===== config.mk =====
export PLATFORM = sky130hd
export DESIGN_NAME = key_press_decoder_flat
export DESIGN_NICKNAME = d
export VERILOG_FILES = /design/src/rtl/key_press_decoder_pkg.sv /design/src/rtl/key_press_decoder_if.sv /design/src/rtl/key_press_decoder.sv /design/src/flat_wrapper.sv
export SDC_FILE = /design/constraint.sdc
export NUM_CORES = 1
export LEC_CHECK = 0
export BUFFER_PORTS_ARGS = -buffer_cell sky130_fd_sc_hd__buf_2
export CAP_MARGIN = 5
export CORE_MARGIN = 10
export CORE_UTILIZATION = 42
export CTS_BUF_LIST = sky130_fd_sc_hd__clkbuf_4 sky130_fd_sc_hd__clkbuf_8
export DETAILED_ROUTE_END_ITERATION = 16
export PLACE_DENSITY_LB_ADDON = 0.08
export REMOVE_ABC_BUFFERS = 1
export SKIP_LAST_GASP = 1
export SYNTH_ARGS = -nofsm -noshare
export SYNTH_HDL_FRONTEND = slang
export SYNTH_SLANG_ARGS = --single-unit

===== constraint.sdc =====
create_clock -name clk -period 3.34 [get_ports clk]
set_clock_uncertainty 0.05 [all_clocks]
set_input_delay 0.334 -clock clk [delete_from_list [all_inputs] [get_ports clk]]
set_output_delay 0.334 -clock clk [all_outputs]
set_load 0.1 [all_outputs]

===== src/rtl/key_press_decoder_pkg.sv =====
// Shared definitions for the key gesture decoder: FSM state encoding,
// default timing constants and the counter-width helper.
// Imported by the decoder and by any future key-handling blocks.
package key_press_decoder_pkg;

  // 3-bit binary state encoding, kept stable for blocks that share it.
  typedef enum logic [2:0] {
    ST_DISARM = 3'd0,  // waiting for a release after reset
    ST_IDLE   = 3'd1,  // key released, no gesture in progress
    ST_PRESS1 = 3'd2,  // first press of a gesture, timing for long press
    ST_WAIT2  = 3'd3,  // released after first press, timing the double-click gap
    ST_PRESS2 = 3'd4,  // second press of a double click
    ST_HOLD   = 3'd5   // long press active, auto-repeat running
  } state_t;

  // Default timings for a 50 MHz system clock.
  localparam int unsigned DEF_LONG_CNT   = 50_000_000;  // 1.0 s
  localparam int unsigned DEF_DBL_GAP    = 12_500_000;  // 0.25 s
  localparam int unsigned DEF_REPEAT_CNT = 10_000_000;  // 0.2 s

  // Width of a counter able to hold the largest of the three timings.
  function automatic int unsigned cnt_width(input int unsigned a,
                                            input int unsigned b,
                                            input int unsigned c);
    int unsigned m;
    m = a;
    if (b > m) m = b;
    if (c > m) m = c;
    return $clog2(m + 1);
  endfunction

endpackage


===== src/rtl/key_press_decoder_if.sv =====
// Key level in, gesture events out, grouped for the decoder port list.
// master: the side that supplies the key level and consumes events.
// slave:  the decoder itself.
interface key_press_decoder_if;

  logic key_in;        // debounced key level, 0 = pressed
  logic short_press;   // 1-cycle pulse
  logic long_press;    // 1-cycle pulse
  logic repeat_pulse;  // 1-cycle pulse while held
  logic double_click;  // 1-cycle pulse
  logic key_held;      // level, high while in HOLD

  modport master (
    output key_in,
    input  short_press,
    input  long_press,
    input  repeat_pulse,
    input  double_click,
    input  key_held
  );

  modport slave (
    input  key_in,
    output short_press,
    output long_press,
    output repeat_pulse,
    output double_click,
    output key_held
  );

endinterface


===== src/rtl/key_press_decoder.sv =====
// Classifies a debounced active-low key into short/long/repeat/double-click events.
// Latency: every output is registered; an event appears the cycle after the deciding edge.
// No backpressure: events are fire-and-forget single-cycle pulses.
module key_press_decoder
  import key_press_decoder_pkg::*;
#(
  // All three timings must be >= 2; the counters rely on a start value of 1.
  parameter int unsigned LONG_CNT   = DEF_LONG_CNT,
  parameter int unsigned DBL_GAP    = DEF_DBL_GAP,
  parameter int unsigned REPEAT_CNT = DEF_REPEAT_CNT
) (
  input  logic                clk,
  input  logic                rst,
  key_press_decoder_if.slave  kp
);

  localparam int unsigned CNT_W = cnt_width(LONG_CNT, DBL_GAP, REPEAT_CNT);

  localparam logic [CNT_W-1:0] CNT_MAX  = '1;
  localparam logic [CNT_W-1:0] CNT_ONE  = CNT_W'(1);
  // PRESS1 and HOLD decide on the incremented count, so they compare one early.
  localparam logic [CNT_W-1:0] LONG_HIT = CNT_W'(LONG_CNT - 1);
  localparam logic [CNT_W-1:0] REP_HIT  = CNT_W'(REPEAT_CNT - 1);
  // WAIT2 decides on the current count: the gap expires DBL_GAP edges after release.
  localparam logic [CNT_W-1:0] GAP_HIT  = CNT_W'(DBL_GAP);

  state_t           state;
  logic [CNT_W-1:0] cnt;
  logic [CNT_W-1:0] cnt_inc;
  logic             pressed;

  logic short_q;
  logic long_q;
  logic repeat_q;
  logic double_q;
  logic held_q;

  assign pressed = (kp.key_in == 1'b0);

  // Shared counter increment, saturating at all-ones instead of wrapping.
  always_comb begin
    cnt_inc = cnt;
    if (cnt != CNT_MAX) begin
      cnt_inc = cnt + CNT_ONE;
    end
  end

  // Gesture FSM with the shared counter and registered event outputs.
  always_ff @(posedge clk) begin
    if (rst) begin
      state    <= ST_DISARM;
      cnt      <= '0;
      short_q  <= 1'b0;
      long_q   <= 1'b0;
      repeat_q <= 1'b0;
      double_q <= 1'b0;
      held_q   <= 1'b0;
    end else begin
      // Pulses are single-cycle unless re-asserted below.
      short_q  <= 1'b0;
      long_q   <= 1'b0;
      repeat_q <= 1'b0;
      double_q <= 1'b0;

      case (state)
        // A key already held when reset releases must be let go first.
        ST_DISARM: begin
          cnt <= '0;
          if (!pressed) begin
            state <= ST_IDLE;
          end
        end

        ST_IDLE: begin
          if (pressed) begin
            state <= ST_PRESS1;
            cnt   <= CNT_ONE;
          end
        end

        ST_PRESS1: begin
          if (!pressed) begin
            state <= ST_WAIT2;
            cnt   <= CNT_ONE;
          end else if (cnt == LONG_HIT) begin
            long_q <= 1'b1;
            held_q <= 1'b1;
            state  <= ST_HOLD;
            cnt    <= '0;
          end else begin
            cnt <= cnt_inc;
          end
        end

        // Gap expiry wins over a new press on the same edge; that press then
        // starts a fresh gesture rather than being dropped.
        ST_WAIT2: begin
          if (cnt == GAP_HIT) begin
            short_q <= 1'b1;
            if (pressed) begin
              state <= ST_PRESS1;
              cnt   <= CNT_ONE;
            end else begin
              state <= ST_IDLE;
              cnt   <= '0;
            end
          end else if (pressed) begin
            state <= ST_PRESS2;
            cnt   <= '0;
          end else begin
            cnt <= cnt_inc;
          end
        end

        // Second press never turns into a long press, however long it lasts.
        ST_PRESS2: begin
          if (!pressed) begin
            double_q <= 1'b1;
            state    <= ST_IDLE;
          end
        end

        // Releasing out of HOLD ends the gesture silently.
        ST_HOLD: begin
          if (!pressed) begin
            held_q <= 1'b0;
            state  <= ST_IDLE;
            cnt    <= '0;
          end else if (cnt == REP_HIT) begin
            repeat_q <= 1'b1;
            cnt      <= '0;
          end else begin
            cnt <= cnt_inc;
          end
        end

        // Unused encodings recover through DISARM so a stuck key is not misread.
        default: begin
          state  <= ST_DISARM;
          cnt    <= '0;
          held_q <= 1'b0;
        end
      endcase
    end
  end

  assign kp.short_press  = short_q;
  assign kp.long_press   = long_q;
  assign kp.repeat_pulse = repeat_q;
  assign kp.double_click = double_q;
  assign kp.key_held     = held_q;

endmodule


===== src/flat_wrapper.sv =====
// flat-port wrapper written by rule: the top's interface ports become plain ports
module key_press_decoder_flat import key_press_decoder_pkg::*;
#(
                                                                             
  parameter int unsigned LONG_CNT   = DEF_LONG_CNT,
  parameter int unsigned DBL_GAP    = DEF_DBL_GAP,
  parameter int unsigned REPEAT_CNT = DEF_REPEAT_CNT
)
  (clk, rst, kp_key_in, kp_short_press, kp_long_press, kp_repeat_pulse, kp_double_click, kp_key_held);
  key_press_decoder_if kp_i ();
  input  logic clk;
  input  logic rst;
  input wire logic [$bits(kp_i.key_in)-1:0] kp_key_in;
  output wire logic [$bits(kp_i.short_press)-1:0] kp_short_press;
  output wire logic [$bits(kp_i.long_press)-1:0] kp_long_press;
  output wire logic [$bits(kp_i.repeat_pulse)-1:0] kp_repeat_pulse;
  output wire logic [$bits(kp_i.double_click)-1:0] kp_double_click;
  output wire logic [$bits(kp_i.key_held)-1:0] kp_key_held;
  assign kp_i.key_in = kp_key_in;
  assign kp_short_press = kp_i.short_press;
  assign kp_long_press = kp_i.long_press;
  assign kp_repeat_pulse = kp_i.repeat_pulse;
  assign kp_double_click = kp_i.double_click;
  assign kp_key_held = kp_i.key_held;
  key_press_decoder #(.LONG_CNT(LONG_CNT), .DBL_GAP(DBL_GAP), .REPEAT_CNT(REPEAT_CNT)) u_core (.clk(clk), .rst(rst), .kp(kp_i));
endmodule

==> results.toml, run 1 <==
[sta]
max_freq_ghz = 0.373
hold_violations = 0
rsz0062_at_grt = "no"
tns_ns = 0
fin_crit_ns = 2.68
maxSlewViolCount = 0
worst_pin_slew_ns = 0.803
finalSetupViolCount = 0
setup_ws_ns = 0.657
fin_crit_sh_pct = 80.3
relSlewSlack_pct = 46.5

[critical_path]
path_cells = "ha_1 -> nand2_1 -> or4_4 -> or4_1 -> nand4_1 -> xor2_1 -> o21ai_0"
worst-path-stages = 7
path_buf_inv = 0
arrival_ns = 2.81
slowest_stage = "or4_1"
path_class = "reg -> reg"
rr_startpoint = "u_core.cnt[0]$_SDFFE_PP0P_"
r2r_slack_ns = 0.66
reg2regPathDepth = 7
critPathRequiredTime_ns = 3.47
crit_fanout = 10
timing.rr.end = "u_core.cnt[4]$_SDFFE_PP0P_"
max_stage_delay_ns = 0.65
startpoint = "u_core.cnt[0]$_SDFFE_PP0P_"
crit_family = "simple AND/OR/NAND/NOR gates"
end_kind = "flip-flop"
critPathCapture = "u_core.cnt[4]$_SDFFE_PP0P_"
start_kind = "flip-flop"

[yosys]
synth-edff-count = 0
yosys_warnings = 0
ys_seq_area_share_pct = 31.3
ys_ff_latch = 34
synthCells = 280
async_reset_ff_share_pct = 0
synth_flop_cell = "dfxtp_1"
synth_area_per_cell_um2 = 7.78
netlist_area_um2 = 2180
synth.distinct_cells = 63

[global_routing]
antenna_found_initial = 0
grt_pass1_wl_um = 10100
grt_max_degree = 20
track_usage_pct = 14.5
grt_overflow_total = 0
grt_pass1_vias = 1956

[floorplanning]
fp.dieW_um = 92.0
die_height_um = 92.0
pin_count = 8
core_um2 = 5070
start_util_pct = 42.9
rows = 26
dieArea_um2 = 8460

[routing]
via_count = 2091
drtAntennaViolNets = 0
wl_per_cell_um = 16.8
drcViolationCount = 0
drt-pass1-iter-count = 4
finalWirelength_um = 5900
viasPerCell = 5.96
drtIter0Drc = 140

[cells_and_area]
diodes = 0
fin_nets = 285
drive_above_1_share_pct = 12.1
syn2layout_area_growth_pct = 9.48

[place]
place_hpwl_um = 4250
post-place-ws_ns = 0.694
port_buffers = 7
gp_congestion = 0.895

[cts]
htreeDepth = 2
clock_path_buffers = 2
clk_latency_ns = 0.29
post_cts_resized = 0
clkTransAtPathRegs_ns = 0.07
cts_buffers = 5
cts-hold-fix-buffers = 0
cts_tree = "yes"
clock-sinks = 34
post-cts-setup-buffers = 0
cts-root-buf = "clkbuf_8"

[power_and_ir_drop]
leakagePower_nw = 0.730
peakVddDrop_uv = 264
cellPowerDensity_nw_per_um2 = 405
power_mw = 0.966

[outcome]
status = "finished clean"

[min_path]
worstHoldPathCells = 3
hold_path_class = "in -> reg"

[flow_run]
cap_violations = 0
## state kept, by name, summed over array words and instances (netlist names)
| signal | count |
|---|---|
| u_core.cnt | 26 |
| u_core.kp.repeat_pulse | 1 |
| u_core.kp.double_click | 1 |
| u_core.kp.short_press | 1 |
| u_core.kp.long_press | 1 |
| u_core.state | 3 |
| u_core.kp.key_held | 1 |
## synthesized netlist by cell type (3+ instances only)
library cell  instances  share of area, %
a21oi_1               6               1.4
a31oi_1               9               2.6
and3_1                5               1.4
buf_2                 5               1.1
clkbuf_1              9               1.6
dfxtp_1              34                31
inv_1                11               1.9
mux2i_1               3               1.4
nand2_1              32               5.5
nand2b_1              3              0.86
nand3_1              16               3.7
nand4_1              12               3.4
nor2_1               28               4.8
nor2b_1               3              0.86
nor3_1               12               2.8
nor4_1               12               3.4
o211ai_1              4               1.4
o21ai_0               3              0.69
o22ai_1               3              0.86
or4_1                 5               1.7
xnor2_1               8               3.2
xor2_1                4               1.6
## worst reg2reg max path: stages, from the launching register on
cell and delay (ns):
dfxtp_1 0.47, ha_1 0.38, nand2_1 0.09, or4_4 0.47
or4_1 0.65, nand4_1 0.22, xor2_1 0.15, o21ai_0 0.08
## layout by cell type (no fill, tap or decap), drive strengths merged, types with 9 or more instances in the layout
cell / netlist / final
dfxtp: 34 / 34
nand2: 32 / 32
nor2: 28 / 28
nand3: 18 / 18
nand4: 14 / 14
nor4: 13 / 13
nor3: 12 / 12
inv: 11 / 11
buf: 9 / 11
a31oi: 9 / 9
## layout make-up
cell class              instances  area (µm²)
clock buffers                   6        82.6
clock inverters                 2        60.1
fillers                       530        2690
inverters                      11        41.3
multi-input cells             217        1370
flip-flops and latches         34         681
well taps                      70        87.6
repair buffers                 11        65.1
## report_power, final
group	leakage [nW]	switching, mW	total (mW)	internal [mW]
Clock	0.0714	0.157	0.475	0.318
Sequential	0.274	0.00942	0.419	0.409
Combinational	0.384	0.0489	0.0718	0.0229
## kinds of logic after synthesis
family / synth area share, %
xor gates and xnor gates: 4.83
muxes: 1.38
AOI/OAI and AO/OA: 16.7
buffers and inverters: 5.98
DFF: 31.3
and+or+nand+nor: 38.7
adders and majority gates: 1.15
## metal layers
metal	routed length [µm]	GRT usage [%]	up-vias
met2	2690	22.6	55
met4	131	6.17	0
met1	2790	19.1	980
met3	296	2.61	12
li1	-	-	1044
met5	0	0	-
## metrics by stage
| stage | cell area [µm²] | std cells | hold slack (ns) | utilization, % |
|---|---|---|---|---|
| 3_5_place_dp | 2240 | 343 | 0.452 | 44.2 |
| 4_1_cts | 2380 | 351 | 0.345 | 47.0 |
| 6_report | 2380 | 351 | 0.351 | 47.0 |
| 3_3_place_gp | 2240 | 343 | 0.456 | 44.2 |
| 5_1_grt | 2380 | 351 | 0.377 | 47.0 |
| 2_1_floorplan | 2090 | 262 | 0.353 | - |
## how the worst min path moves through the flow
stage                                               start                           endpoint  slack [ns]
final                                           kp_key_in  u_core.kp.double_click$_SDFF_PP0_        0.35
after CTS                                       kp_key_in  u_core.kp.double_click$_SDFF_PP0_        0.35
after global placement    u_core.kp.key_held$_SDFFE_PP0P_    u_core.kp.key_held$_SDFFE_PP0P_        0.46
after detailed placement  u_core.kp.key_held$_SDFFE_PP0P_    u_core.kp.key_held$_SDFFE_PP0P_        0.45
after global routing                                  rst       u_core.state[0]$_SDFFE_PP0P_        0.38
after floorplan                                       rst         u_core.cnt[1]$_SDFFE_PP0P_        0.35
No activity file was read; power rests on OpenSTA's default activity.
==> run 2, diff against run 1 <==
--- a/config.mk
+++ b/config.mk
@@ -5,6 +5,7 @@
 export SDC_FILE = /design/constraint.sdc
 export NUM_CORES = 1
 export LEC_CHECK = 0
+export ABC_AREA = 1
 export BUFFER_PORTS_ARGS = -buffer_cell sky130_fd_sc_hd__buf_2
 export CAP_MARGIN = 5
 export CORE_MARGIN = 10
==> constraint.sdc (replaced) <==
create_clock -name clk -period 2.1 [get_ports clk]
set_clock_uncertainty 0.05 [all_clocks]
set_input_delay 0.21 -clock clk [delete_from_list [all_inputs] [get_ports clk]]
set_output_delay 0.21 -clock clk [all_outputs]
set_load 0.1 [all_outputs]
==> run 2 against run 1 <==
  * Power increased by 91%
  * Fmax increased by 33%
  * Setup slack got worse by 0.58 ns
  * Clock-buffer cell count increased by 1
  * Synthesized cell count increased by 33%
  * Wire length increased by 8.5%
  * Design area increased by 11%
  * Critical path depth increased by 3
  * Final cell count increased by 34%
  * Register-to-register slack got worse by 0.58 ns
  * Worst hold slack got worse by 0.22 ns
==> results.toml, run 2 <==
[global_routing]
grt_pass1_wl_um = 11000
antenna_found_initial = 0
track_usage_pct = 15.2
grt_pass1_vias = 2301
grt_overflow_total = 0
grt_max_degree = 15

[routing]
drcViolationCount = 0
via_count = 2427
drtAntennaViolNets = 0
finalWirelength_um = 6410
wl_per_cell_um = 13.7
drt-pass1-iter-count = 5
drtIter0Drc = 196
viasPerCell = 5.17

[min_path]
min_to = "u_core.kp.long_press$_SDFF_PP0_"
hold_path_class = "in -> reg"
hp-start = "kp_key_in"
worstHoldPathCells = 2

[sta]
worst_pin_slew_ns = 0.489
maxSlewViolCount = 0
hold_violations = 0
fin_crit_ns = 2.02
tns_ns = 0
relSlewSlack_pct = 67.6
max_freq_ghz = 0.495
finalSetupViolCount = 0
rsz0062_at_grt = "no"
fin_crit_sh_pct = 96.2

[critical_path]
slowest_stage = "dfxtp_1"
max_stage_delay_ns = 0.41
start_kind = "flip-flop"
cp_common_cell = "nand2_1"
arrival_ns = 2.14
path_buf_inv = 1
worst-path-stages = 10
reg2regPathDepth = 10
critPathRequiredTime_ns = 2.22
end_kind = "flip-flop"
rr_startpoint = "u_core.cnt[10]$_SDFFE_PP0P_"
timing.rr.end = "u_core.cnt[14]$_SDFFE_PP0P_"
crit_family = "simple AND/OR/NAND/NOR gates"
r2r_slack_ns = 0.08
crit_fanout = 7
path_class = "reg -> reg"
path_cells = "nand2_1 -> nor2_2 -> nand2_1 -> nor2_4 -> nand3_4 -> nand2_8 -> buf_4 -> o21ai_0 -> nand3_1 -> nor2_1"

[yosys]
yosys_warnings = 0
synth_area_leaders = "dfxtp_1 30%, nand2_1 15%, nor2_1 9.7%"
synth_flop_cell = "dfxtp_1"
netlist_area_um2 = 2290
yosysMostFrequentCell = "nand2_1"
synthCells = 373
async_reset_ff_share_pct = 0
synth-edff-count = 0
synth.distinct_cells = 29
ys_seq_area_share_pct = 29.7
synth_area_per_cell_um2 = 6.14
yosysTopAreaCellShare_pct = 29.7
yosysTopAreaCell = "dfxtp_1"
synth_common_cells = "91 x nand2_1, 59 x nor2_1, 58 x inv_1, 34 x dfxtp_1, 33 x nand3_1"
ys_ff_latch = 34

[outcome]
status = "finished clean"

[place]
port_buffers = 7
place_hpwl_um = 5020
place_area_um2 = 2460
gp_congestion = 0.882

[cts]
clock-sinks = 34
cts-root-buf = "clkbuf_8"
cts_tree = "yes"
clk_latency_ns = 0.28
clkTransAtPathRegs_ns = 0.07
htreeDepth = 2
clock_path_buffers = 2
cts_buffers = 5

[cells_and_area]
layout_common_cells = "90 x nand2_1, 59 x nor2_1, 58 x inv_1"
fin_area_um2 = 2650
top_regs = "u_core.cnt x26, u_core.state x3"
drive_above_1_share_pct = 15.3
regMostFlops = "u_core.cnt"
fill_cells = 569
final_common_cell = "nand2_1"
syn2layout_area_growth_pct = 15.6
diodes = 0
fin_nets = 404
largest_reg_flops = 26

[floorplanning]
rows = 26
pin_count = 8
core_um2 = 5200
die_height_um = 93.9
fp.dieW_um = 93.9
dieArea_um2 = 8810
start_util_pct = 44.0

[power_and_ir_drop]
cellPowerDensity_nw_per_um2 = 698
peakVddDrop_uv = 450
leakagePower_nw = 1.05
power_mw = 1.85

[flow_run]
cap_violations = 0
==> run 2: worst max path at each step <==
| stage | startpoint | end | slack [ns] |
|---|---|---|---|
| global placement | u_core.cnt[0]$_SDFFE_PP0P_ | u_core.cnt[21]$_SDFFE_PP0P_ | 0.03 |
| detailed placement | u_core.cnt[0]$_SDFFE_PP0P_ | u_core.cnt[21]$_SDFFE_PP0P_ | 0.02 |
| CTS | u_core.cnt[0]$_SDFFE_PP0P_ | u_core.cnt[21]$_SDFFE_PP0P_ | 0.01 |
| floorplan | u_core.cnt[0]$_SDFFE_PP0P_ | u_core.cnt[21]$_SDFFE_PP0P_ | 0.36 |
| global route | u_core.cnt[0]$_SDFFE_PP0P_ | u_core.cnt[19]$_SDFFE_PP0P_ | 0.002 |
| finish | u_core.cnt[10]$_SDFFE_PP0P_ | u_core.cnt[14]$_SDFFE_PP0P_ | 0.08 |
==> run 2: cells by family (layout without fill, tap and decap cells) <==
logic type / Yosys count / in the layout / synth area share [%]
xor+xnor: 2 / 2 / 0.765
compound gates: 33 / 33 / 7.81
flops: 34 / 34 / 29.7
buf+inv: 63 / 89 / 10.7
simple gates: 239 / 239 / 49.9
fa+ha+maj: 2 / 2 / 1.09
==> run 2: through the flow <==
step                instances  worst slack (ns)  hold WS (ns)  util (%)
finish                    469            0.0791         0.126      50.9
global route              469           0.00187         0.140      50.9
CTS                       464            0.0122         0.125      49.0
detailed placement        456            0.0168         0.414      47.2
global placement          456            0.0268         0.411      47.2
floorplan                 371             0.358         0.229         -
==> run 2: repair_timing <==
item                       4_1_cts  5_1_grt
pin swaps                        1        5
buffers inserted                 1        5
gates resized for setup          0       13
hold buffers                     0        0
setup endpoints to repair        1       22
==> run 2: per-layer routing <==
| layer | part of all wire (%) | wire length [µm] | global-route usage, % |
|---|---|---|---|
| met1 | 49 | 3150 | 20.6 |
| met2 | 45 | 2900 | 23.9 |
| met3 | 5.3 | 338 | 3.60 |
| met4 | 0.16 | 10 | 3.16 |
| met5 | 0 | 0 | 0 |
==> run 2: final cells by class <==
cell class                      count  area, µm²  share of cell area [%]
Timing Repair Buffer               21        144                    5.43
Tap cell                           70       87.6                    3.31
Clock buffer                        7       83.8                    3.17
Multi-Input combinational cell    276       1420                    53.5
Inverter                           61        230                    8.70
Sequential cell                    34        686                    25.9
==> run 2: power by group <==
| group | leakage (nW) | switching (mW) | internal (mW) |
|---|---|---|---|
| registers | 0.276 | 0.0462 | 0.692 |
| logic | 0.734 | 0.454 | 0.176 |
| clock network | 0.0452 | 0.227 | 0.254 |
